==> config.mk <==
export PLATFORM = sky130hd
export DESIGN_NAME = vga_timing_gen
export DESIGN_NICKNAME = d
export VERILOG_FILES = /design/src/rtl/vga_timing_gen.sv
export SDC_FILE = /design/constraint.sdc
export NUM_CORES = 1
export LEC_CHECK = 0
export CAP_MARGIN = 20
export CORE_MARGIN = 4
export CORE_UTILIZATION = 51
export CTS_CLUSTER_SIZE = 8
export DETAILED_ROUTE_END_ITERATION = 16
export GPL_TIMING_DRIVEN = 0
export PLACE_DENSITY = 0.92
export SYNTH_ARGS = -nofsm -noshare
export SYNTH_HDL_FRONTEND = slang
export SYNTH_SLANG_ARGS = --single-unit
==> constraint.sdc <==
create_clock -name clk -period 6.6 [get_ports clk]
set_clock_uncertainty 0.2 [all_clocks]
set_input_delay 1.32 -clock clk [delete_from_list [all_inputs] [get_ports clk]]
set_output_delay 1.32 -clock clk [all_outputs]
set_load 0.05 [all_outputs]
==> src/rtl/vga_timing_gen.sv <==
// Parametrised VGA/LCD timing generator: HS/VS/DE, look-ahead pixel request with
// scaled coordinates, run/stop control that only stops on a frame boundary.
module vga_timing_gen #(
    parameter int unsigned CNT_W    = 12,
    parameter int unsigned H_SYNC   = 112,
    parameter int unsigned H_BACK   = 248,
    parameter int unsigned H_DISP   = 1280,
    parameter int unsigned H_FRONT  = 48,
    parameter int unsigned H_TOTAL  = 1688,
    parameter int unsigned V_SYNC   = 3,
    parameter int unsigned V_BACK   = 38,
    parameter int unsigned V_DISP   = 1024,
    parameter int unsigned V_FRONT  = 1,
    parameter int unsigned V_TOTAL  = 1066,
    parameter int unsigned H_AHEAD  = 1,
    parameter bit          SYNC_POL = 1'b0
) (
    input  logic             clk,
    input  logic             rst_n,
    input  logic             timing_en,
    input  logic [1:0]       scale,
    input  logic [23:0]      lcd_data,
    output logic             lcd_dclk,
    output logic             lcd_hs,
    output logic             lcd_vs,
    output logic             lcd_en,
    output logic [23:0]      lcd_rgb,
    output logic             lcd_request,
    output logic [CNT_W-1:0] lcd_xpos,
    output logic [CNT_W-1:0] lcd_ypos,
    output logic             frame_start,
    output logic             line_start,
    output logic             busy
);

    localparam logic [CNT_W-1:0] H_LAST   = CNT_W'(H_TOTAL - 1);
    localparam logic [CNT_W-1:0] V_LAST   = CNT_W'(V_TOTAL - 1);
    localparam logic [CNT_W-1:0] HS_END   = CNT_W'(H_SYNC);
    localparam logic [CNT_W-1:0] VS_END   = CNT_W'(V_SYNC);
    localparam logic [CNT_W-1:0] HA_START = CNT_W'(H_SYNC + H_BACK);
    localparam logic [CNT_W-1:0] HA_END   = CNT_W'(H_SYNC + H_BACK + H_DISP);
    localparam logic [CNT_W-1:0] RQ_START = CNT_W'(H_SYNC + H_BACK - H_AHEAD);
    localparam logic [CNT_W-1:0] RQ_END   = CNT_W'(H_SYNC + H_BACK + H_DISP - H_AHEAD);
    localparam logic [CNT_W-1:0] VA_START = CNT_W'(V_SYNC + V_BACK);
    localparam logic [CNT_W-1:0] VA_END   = CNT_W'(V_SYNC + V_BACK + V_DISP);

    // Elaboration-time sanity on the timing parameters
    if (H_SYNC + H_BACK + H_DISP + H_FRONT != H_TOTAL) begin : g_bad_h_total
        $error("vga_timing_gen: H_TOTAL does not match the sum of the H terms");
    end
    if (V_SYNC + V_BACK + V_DISP + V_FRONT != V_TOTAL) begin : g_bad_v_total
        $error("vga_timing_gen: V_TOTAL does not match the sum of the V terms");
    end
    if (H_AHEAD > H_SYNC + H_BACK) begin : g_bad_h_ahead
        $error("vga_timing_gen: H_AHEAD exceeds H_SYNC+H_BACK");
    end

    typedef enum logic {IDLE, RUN} state_t;

    state_t           state_q, state_d;
    logic [CNT_W-1:0] h_q, h_d, v_q, v_d;
    logic [1:0]       scale_q, scale_d;

    always_ff @(posedge clk) begin
        if (!rst_n) begin
            state_q <= IDLE;
            h_q     <= '0;
            v_q     <= '0;
            scale_q <= 2'd0;
        end else begin
            state_q <= state_d;
            h_q     <= h_d;
            v_q     <= v_d;
            scale_q <= scale_d;
        end
    end

    // Next state: a stop request is only honoured at the last pixel of a frame
    always_comb begin
        state_d = state_q;
        h_d     = h_q;
        v_d     = v_q;
        scale_d = scale_q;
        case (state_q)
            IDLE: begin
                h_d = '0;
                v_d = '0;
                if (timing_en) begin
                    state_d = RUN;
                    scale_d = scale;
                end
            end
            RUN: begin
                if (h_q == H_LAST) begin
                    h_d = '0;
                    if (v_q == V_LAST) begin
                        v_d = '0;
                        if (timing_en) begin
                            scale_d = scale;
                        end else begin
                            state_d = IDLE;
                        end
                    end else begin
                        v_d = v_q + CNT_W'(1);
                    end
                end else begin
                    h_d = h_q + CNT_W'(1);
                end
            end
            default: state_d = IDLE;
        endcase
    end

    logic             run;
    logic             act_h, act_v, req_h;
    logic [1:0]       shift;
    logic [CNT_W-1:0] x_raw, y_raw;

    assign run   = (state_q == RUN);
    assign act_h = (h_q >= HA_START) && (h_q < HA_END);
    assign act_v = (v_q >= VA_START) && (v_q < VA_END);
    assign req_h = (h_q >= RQ_START) && (h_q < RQ_END);
    assign shift = (scale_q == 2'd3) ? 2'd0 : scale_q;
    assign x_raw = h_q - RQ_START;
    assign y_raw = v_q - VA_START;

    // Zero-latency output decode of the counter state
    always_comb begin
        lcd_hs      = ~SYNC_POL;
        lcd_vs      = ~SYNC_POL;
        lcd_en      = 1'b0;
        lcd_request = 1'b0;
        lcd_xpos    = '0;
        lcd_ypos    = '0;
        frame_start = 1'b0;
        line_start  = 1'b0;
        if (run) begin
            lcd_hs      = (h_q < HS_END) ? SYNC_POL : ~SYNC_POL;
            lcd_vs      = (v_q < VS_END) ? SYNC_POL : ~SYNC_POL;
            lcd_en      = act_h && act_v;
            lcd_request = req_h && act_v;
            frame_start = (h_q == '0) && (v_q == '0);
            line_start  = (h_q == '0);
            if (req_h && act_v) begin
                lcd_xpos = x_raw >> shift;
                lcd_ypos = y_raw >> shift;
            end
        end
    end

    assign busy     = run;
    assign lcd_rgb  = lcd_en ? lcd_data : 24'd0;
    assign lcd_dclk = ~clk;

endmodule

==> reports/qor.yml, run 1 <==
status: "complete, no violations"
start_kind: "clock port"
r2r_cells: 7
crit_path_start: "clk"
synth-compound-area-share_pct: 23.2
critPathMaxStageDelay_ns: 0.79
required_ns: 5.08
ant_nets: 0
synthAdderAreaFrac_pct: 2.16
synth.avg_cell_area_um2: 6.90
worstSetupPathType: "clk -> out"
drv_slew: 0
numCtsBuffers: 3
maxSlewHeadroom_pct: 51.5
ys_seq_area_share_pct: 18.7
reg2reg_slack_ns: 3.91
power.density_nw_per_um2: 108
dieArea_um2: 6950
drive_above_1_share_pct: 3.35
syn_nets: 454
final_common_cell: "clkdlybuf4s50_1"
synthArstFlopShare_pct: 0
gr-total-overflow: 0
min_to: "h_q[0]$_SDFF_PP0_"
yosys_warnings: 0
hold_path_startpoint: "h_q[0]$_SDFF_PP0_"
std_cell_rows: 27
worst_pin_slew_ns: 0.721
rsz0062_at_grt: "false"
area_growth_pct: 34.6
path_cells: "clkbuf_8 > clkbuf_8 > inv_1 > clkdlybuf4s50_1"
synthesis.area_um2: 2900
dr_total_vias: 3683
synth_top_family_by_area: "simple AND/OR/NAND/NOR gates"
clk_pin_slew_ns: 0.10
syn_inst: 420
cts-hold-fix-buffers: 0
regToRegStartpoint: "h_q[4]$_SDFF_PP0_"
cp_slowest_cell: "clkdlybuf4s50_1"
place_ws_ns: 0.972
grt_max_degree: 17
postCtsSetupBuffers: 0
path_max_fanout: 13
final_cell_mix: "84 x clkdlybuf4s50_1, 53 x nor2_1, 37 x nand2_1"
cp.arrival_ns: 4.43
cts_tree: "done"
crit_family: "buffers and inverters"
vdd_drop_max_v: 0.000202
yosys.area_share.simple_pct: 37.0
dpl.hpwl_um: 7640
drt-pass1-iter-count: 5
die_y_um: 83.4
hold_viol: 0
min_path_cells: 1
synth_flop_cell: "dfxtp_1"
synth.mux.area_fraction_pct: 2.12
fp.coreArea_um2: 5510
grt_pass1_vias: 3360
grt_usage_pct: 26.8
synth-xor-area-share_pct: 10.3
ios: 85
grt_pass1_wl_um: 15800
routed_wl_um: 10100
die-width_um: 83.4
clockBufferDepth: 2
drc: 0
cp.buffers_inverters: 4
vias_per_cell: 6.35
clock_tree.root_cell: "clkbuf_8"
finalSetupViolCount: 0
clk_latency_ns: 0.28
fin_tns_setup_ns: 0
crit_top_cell: "clkbuf_8"
h-tree-depth: 1
antenna_found_initial: 0
nets: 543
leakage_uw: 0.00138
ys_ff_latch: 27
hold_ws_ns: 0.318
drt-initial-drc-count: 584
setup_slack_ns: 0.652
final_area_um2: 3900
cts_resized: 0
maxCapViolCount: 0
r2r_end: "h_q[8]$_SDFF_PP0_"
dpl-instance-area_um2: 3830
place.gp.congestion: 0.938
end_kind: "output port"
synth-edff-count: 0
hold_path_class: "reg -> reg"
post-route-util_pct: 70.8
io_buffers: 84
diodes: 0
start_util_pct: 52.6
wl_per_cell_um: 17.4
synth_cell_type_count: 63
-- sequential cells by signal (all words and copies together) (netlist names) --
signal   count
v_q         12
busy         1
h_q         12
scale_q      2
-- power breakdown --
group	switching (uW)	total, uW	internal, uW
clock	81.0	173	92.4
combinational	45.9	80.0	34.0
sequential	3.47	168	165
-- final cells by class --
type	instances	area (um2)
flip-flops and latches	27	541
fillers	435	1610
well taps	72	90.1
inverters	10	37.5
repair buffers	83	831
clock inverters	2	33.8
plain buffers	38	150
multi-input cells	344	2170
clock buffers	4	51.3
-- cells by family (layout without fill, tap and decap cells) --
group           after synthesis  count (layout)
xor+xnor                     34              34
mux                           6               6
compound gates               93              93
simple gates                206             206
fa+ha+maj                     5               5
flops                        27              27
buf+inv                      49             137
-- worst max-delay path by stage --
| stage | end | slack, ns | depth (start not counted) |
|---|---|---|---|
| after floorplan | lcd_xpos[8] | 1.04 | 8 |
| after global placement | lcd_dclk | 0.97 | 2 |
| after detailed placement | lcd_dclk | 0.97 | 2 |
| after CTS | lcd_dclk | 0.64 | 4 |
| after global routing | lcd_dclk | 0.62 | 4 |
| final | lcd_dclk | 0.65 | 4 |
-- Yosys cell counts (4+ instances only) --
cell	instances	area (um2)
mux2i_1	5	50.1
nor2_1	53	199
nand2b_1	6	37.5
xor2_1	9	78.8
nor4_1	10	62.6
buf_2	6	30.0
nand2_1	37	139
nand3_1	15	75.1
or3_1	6	37.5
inv_1	10	37.5
xnor2_1	25	219
nor2b_1	6	37.5
dfxtp_1	27	541
buf_1	4	15.0
and2_1	28	175
clkbuf_1	28	105
a21oi_1	12	60.1
o211ai_1	6	45.0
o21ai_0	16	80.1
a311oi_1	5	43.8
a211oi_1	15	113
ha_1	5	62.6
nor3_1	17	85.1
nand3b_1	5	37.5
-- per-stage QoR --
stage | cells | power, uW
2_1_floorplan | 420 | 241
3_3_place_gp | 576 | 285
3_5_place_dp | 576 | 287
4_1_cts | 580 | 423
5_1_grt | 580 | 437
6_report | 580 | 422
-- metal layers --
metal	share of wire [%]	vias to the layer above	global-route usage [%]	wire length (um)
met4	3.2	0	11.9	324
met5	0	-	0	0
met2	46	303	45.6	4660
met3	11	35	4.37	1110
li1	-	1681	-	-
met1	40	1664	33.1	3980
-- worst reg2reg max path: cells and delay by family (launching register included) --
family	cells	cell delay [ns]
DFF	1	0.43
AOI/OAI and AO/OA	1	0.34
and+or+nand+nor	3	0.56
buffers and inverters	3	1.04
Note: power is estimated with default switching activity, not from simulation.
==> run 2, diff against run 1 <==
--- a/config.mk
+++ b/config.mk
@@ -11,7 +11,7 @@
 export CTS_CLUSTER_SIZE = 8
 export DETAILED_ROUTE_END_ITERATION = 16
 export GPL_TIMING_DRIVEN = 0
-export PLACE_DENSITY = 0.92
+export PLACE_DENSITY = 0.88
 export SYNTH_ARGS = -nofsm -noshare
 export SYNTH_HDL_FRONTEND = slang
 export SYNTH_SLANG_ARGS = --single-unit
==> reports/qor.yml, run 2 (same netlist as run 1, synthesis figures left out) <==
die_y_um: 83.4  # unchanged
comb_power_share_pct: 19.1  # about the same
vias_per_cell: 6.24  # -1.7%
grt_max_degree: 17  # unchanged
fillCellCount: 489  # +12%
leakage_uw: 0.00138  # -0.13%
std_cell_rows: 27  # unchanged
crit_top_cell: "clkbuf_8"
regToRegStartpoint: "h_q[6]$_SDFF_PP0_"
cts-hold-fix-buffers: 0  # unchanged
power_frac_clock_pct: 40.1  # -1.0 points
cts_resized: 0  # unchanged
diodes: 0  # unchanged
grt_pass1_wl_um: 16400  # +4.1%
wl_per_cell_um: 16.8  # -3.0%
cp.buffers_inverters: 4  # unchanged
dpl.hpwl_um: 7360  # -3.6%
power.switching_uw: 136  # +4.0%
cp_slowest_cell: "clkdlybuf4s50_1"
postCtsSetupBuffers: 0  # unchanged
seqPwrFrac_pct: 40.9  # +1.0 points
hold_path_class: "reg -> reg"
clk_pin_slew_ns: 0.11  # about the same
start_kind: "clock port"
grt_usage_pct: 27.6  # +0.85 points
cp.arrival_ns: 4.44  # about the same
worst_pin_slew_ns: 0.837  # +0.115 ns
place.gp.congestion: 1.01  # +7.6%
drc: 0  # unchanged
status: "complete, no violations"
drt-initial-drc-count: 357  # -39%
start_util_pct: 52.6  # unchanged
nets: 543  # unchanged
r2r_cells: 7  # unchanged
ios: 85  # unchanged
drv_slew: 0  # unchanged
multiInputGateArea_um2: 2170  # unchanged
r2r_end: "h_q[8]$_SDFF_PP0_"
vdd_drop_max_v: 0.000180  # -11%
path_max_fanout: 16  # +3
drive_above_1_share_pct: 3.35  # unchanged
fp.coreArea_um2: 5510  # unchanged
io_buffers: 84  # unchanged
maxCapViolCount: 0  # unchanged
maxSlewHeadroom_pct: 43.7  # -7.8 points
top_regs: "h_q (12), v_q (12), scale_q (2)"
clock_tree.root_cell: "clkbuf_8"
end_kind: "output port"
critPathMaxStageDelay_ns: 0.79  # about the same
power.density_nw_per_um2: 106  # -2.2%
routed_wl_um: 9770  # -3.0%
worstSetupPathType: "clk -> out"
gr-total-overflow: 0  # unchanged
hold_viol: 0  # unchanged
switching_share_pct: 32.9  # +2.0 points
seq_area_um2: 541  # unchanged
die-width_um: 83.4  # unchanged
fin_tns_setup_ns: 0  # unchanged
path_cells: "clkbuf_8 > clkbuf_8 > inv_1 > clkdlybuf4s50_1"
reg2reg_slack_ns: 4.00  # +0.09 ns
crit_family: "buffers and inverters"
rsz0062_at_grt: "false"
required_ns: 5.08  # about the same
post-route-util_pct: 70.7  # -0.091 points
h-tree-depth: 1  # unchanged
final_cell_mix: "84 x clkdlybuf4s50_1, 53 x nor2_1, 37 x nand2_1"
place_ws_ns: 0.972  # unchanged
crit_path_start: "clk"
power.internal_uw: 276  # -5.2%
dr_total_vias: 3622  # -1.7%
drt-pass1-iter-count: 5  # unchanged
setup_slack_ns: 0.637  # -0.0154 ns
antenna_found_initial: 0  # unchanged
grt_pass1_vias: 3425  # +1.9%
hold_path_startpoint: "h_q[0]$_SDFF_PP0_"
ant_nets: 0  # unchanged
final_common_cell: "clkdlybuf4s50_1"
clk_latency_ns: 0.29  # about the same
dieArea_um2: 6950  # unchanged
finalSetupViolCount: 0  # unchanged
cts_tree: "done"
clockBufferDepth: 2  # unchanged
numCtsBuffers: 3  # unchanged
crit_end: "lcd_dclk"
area_growth_pct: 34.4
cp_num_cells: 4  # unchanged
min_path_cells: 1  # unchanged
## run 2: cell count changes in the layout (fill, tap and decap cells not counted), sizes merged
cell	change
bufinv	-1
clkbuf	+1
## run 2: worst reg2reg max path: stages (launching register included)
cell and delay, ns:
dfxtp_1 0.31, clkbuf_1 0.20, or3_1 0.47, o31a_1 0.37, clkbuf_1 0.25, nand2_1 0.21
clkbuf_1 0.37, nor2_1 0.10
## run 2: power groups by stage
stage                     Combinational [uW]  Sequential (uW)  Clock [uW]
after floorplan                         42.3              173        25.6
after global placement                  76.1              172        37.1
after detailed placement                77.3              172        37.1
after CTS                               77.8              168         164
after global routing                    84.3              169         172
final                                   78.4              168         165
## run 2: cell type report
type / count / share of cell area (%)
Multi-Input combinational cell: 344 / 55.6
Timing Repair Buffer: 83 / 21.3
Clock buffer: 5 / 1.96
Sequential cell: 27 / 13.9
Clock inverter: 1 / 0.0964
Inverter: 10 / 0.964
Buffer: 38 / 3.85
Tap cell: 72 / 2.31
## run 2: layer usage
layer / GRT usage [%] / vias up / part of all wire (%)
met5: 0 / - / 0
met2: 48.2 / 216 / 46
met4: 6.54 / 0 / 1.8
met3: 3.87 / 23 / 9.6
met1: 35.8 / 1700 / 42
li1: - / 1683 / -
## run 2: how the worst min path moves through the flow
| stage | slack [ns] | to |
|---|---|---|
| 2_1_floorplan | 0.25 | h_q[0]$_SDFF_PP0_ |
| 3_3_place_gp | 0.28 | h_q[0]$_SDFF_PP0_ |
| 3_5_place_dp | 0.29 | h_q[0]$_SDFF_PP0_ |
| 4_1_cts | 0.31 | h_q[0]$_SDFF_PP0_ |
| 5_1_grt | 0.36 | h_q[0]$_SDFF_PP0_ |
| 6_report | 0.31 | h_q[0]$_SDFF_PP0_ |
## run 2: metrics by stage
| step | total power (uW) | cells | cell area (um2) | hold slack, ns |
|---|---|---|---|---|
| 5_1_grt | 425 | 580 | 3890 | 0.362 |
| 3_5_place_dp | 286 | 576 | 3830 | 0.287 |
| 2_1_floorplan | 241 | 420 | 2900 | 0.250 |
| 4_1_cts | 410 | 580 | 3890 | 0.313 |
| 6_report | 412 | 580 | 3890 | 0.315 |
| 3_3_place_gp | 285 | 576 | 3830 | 0.283 |
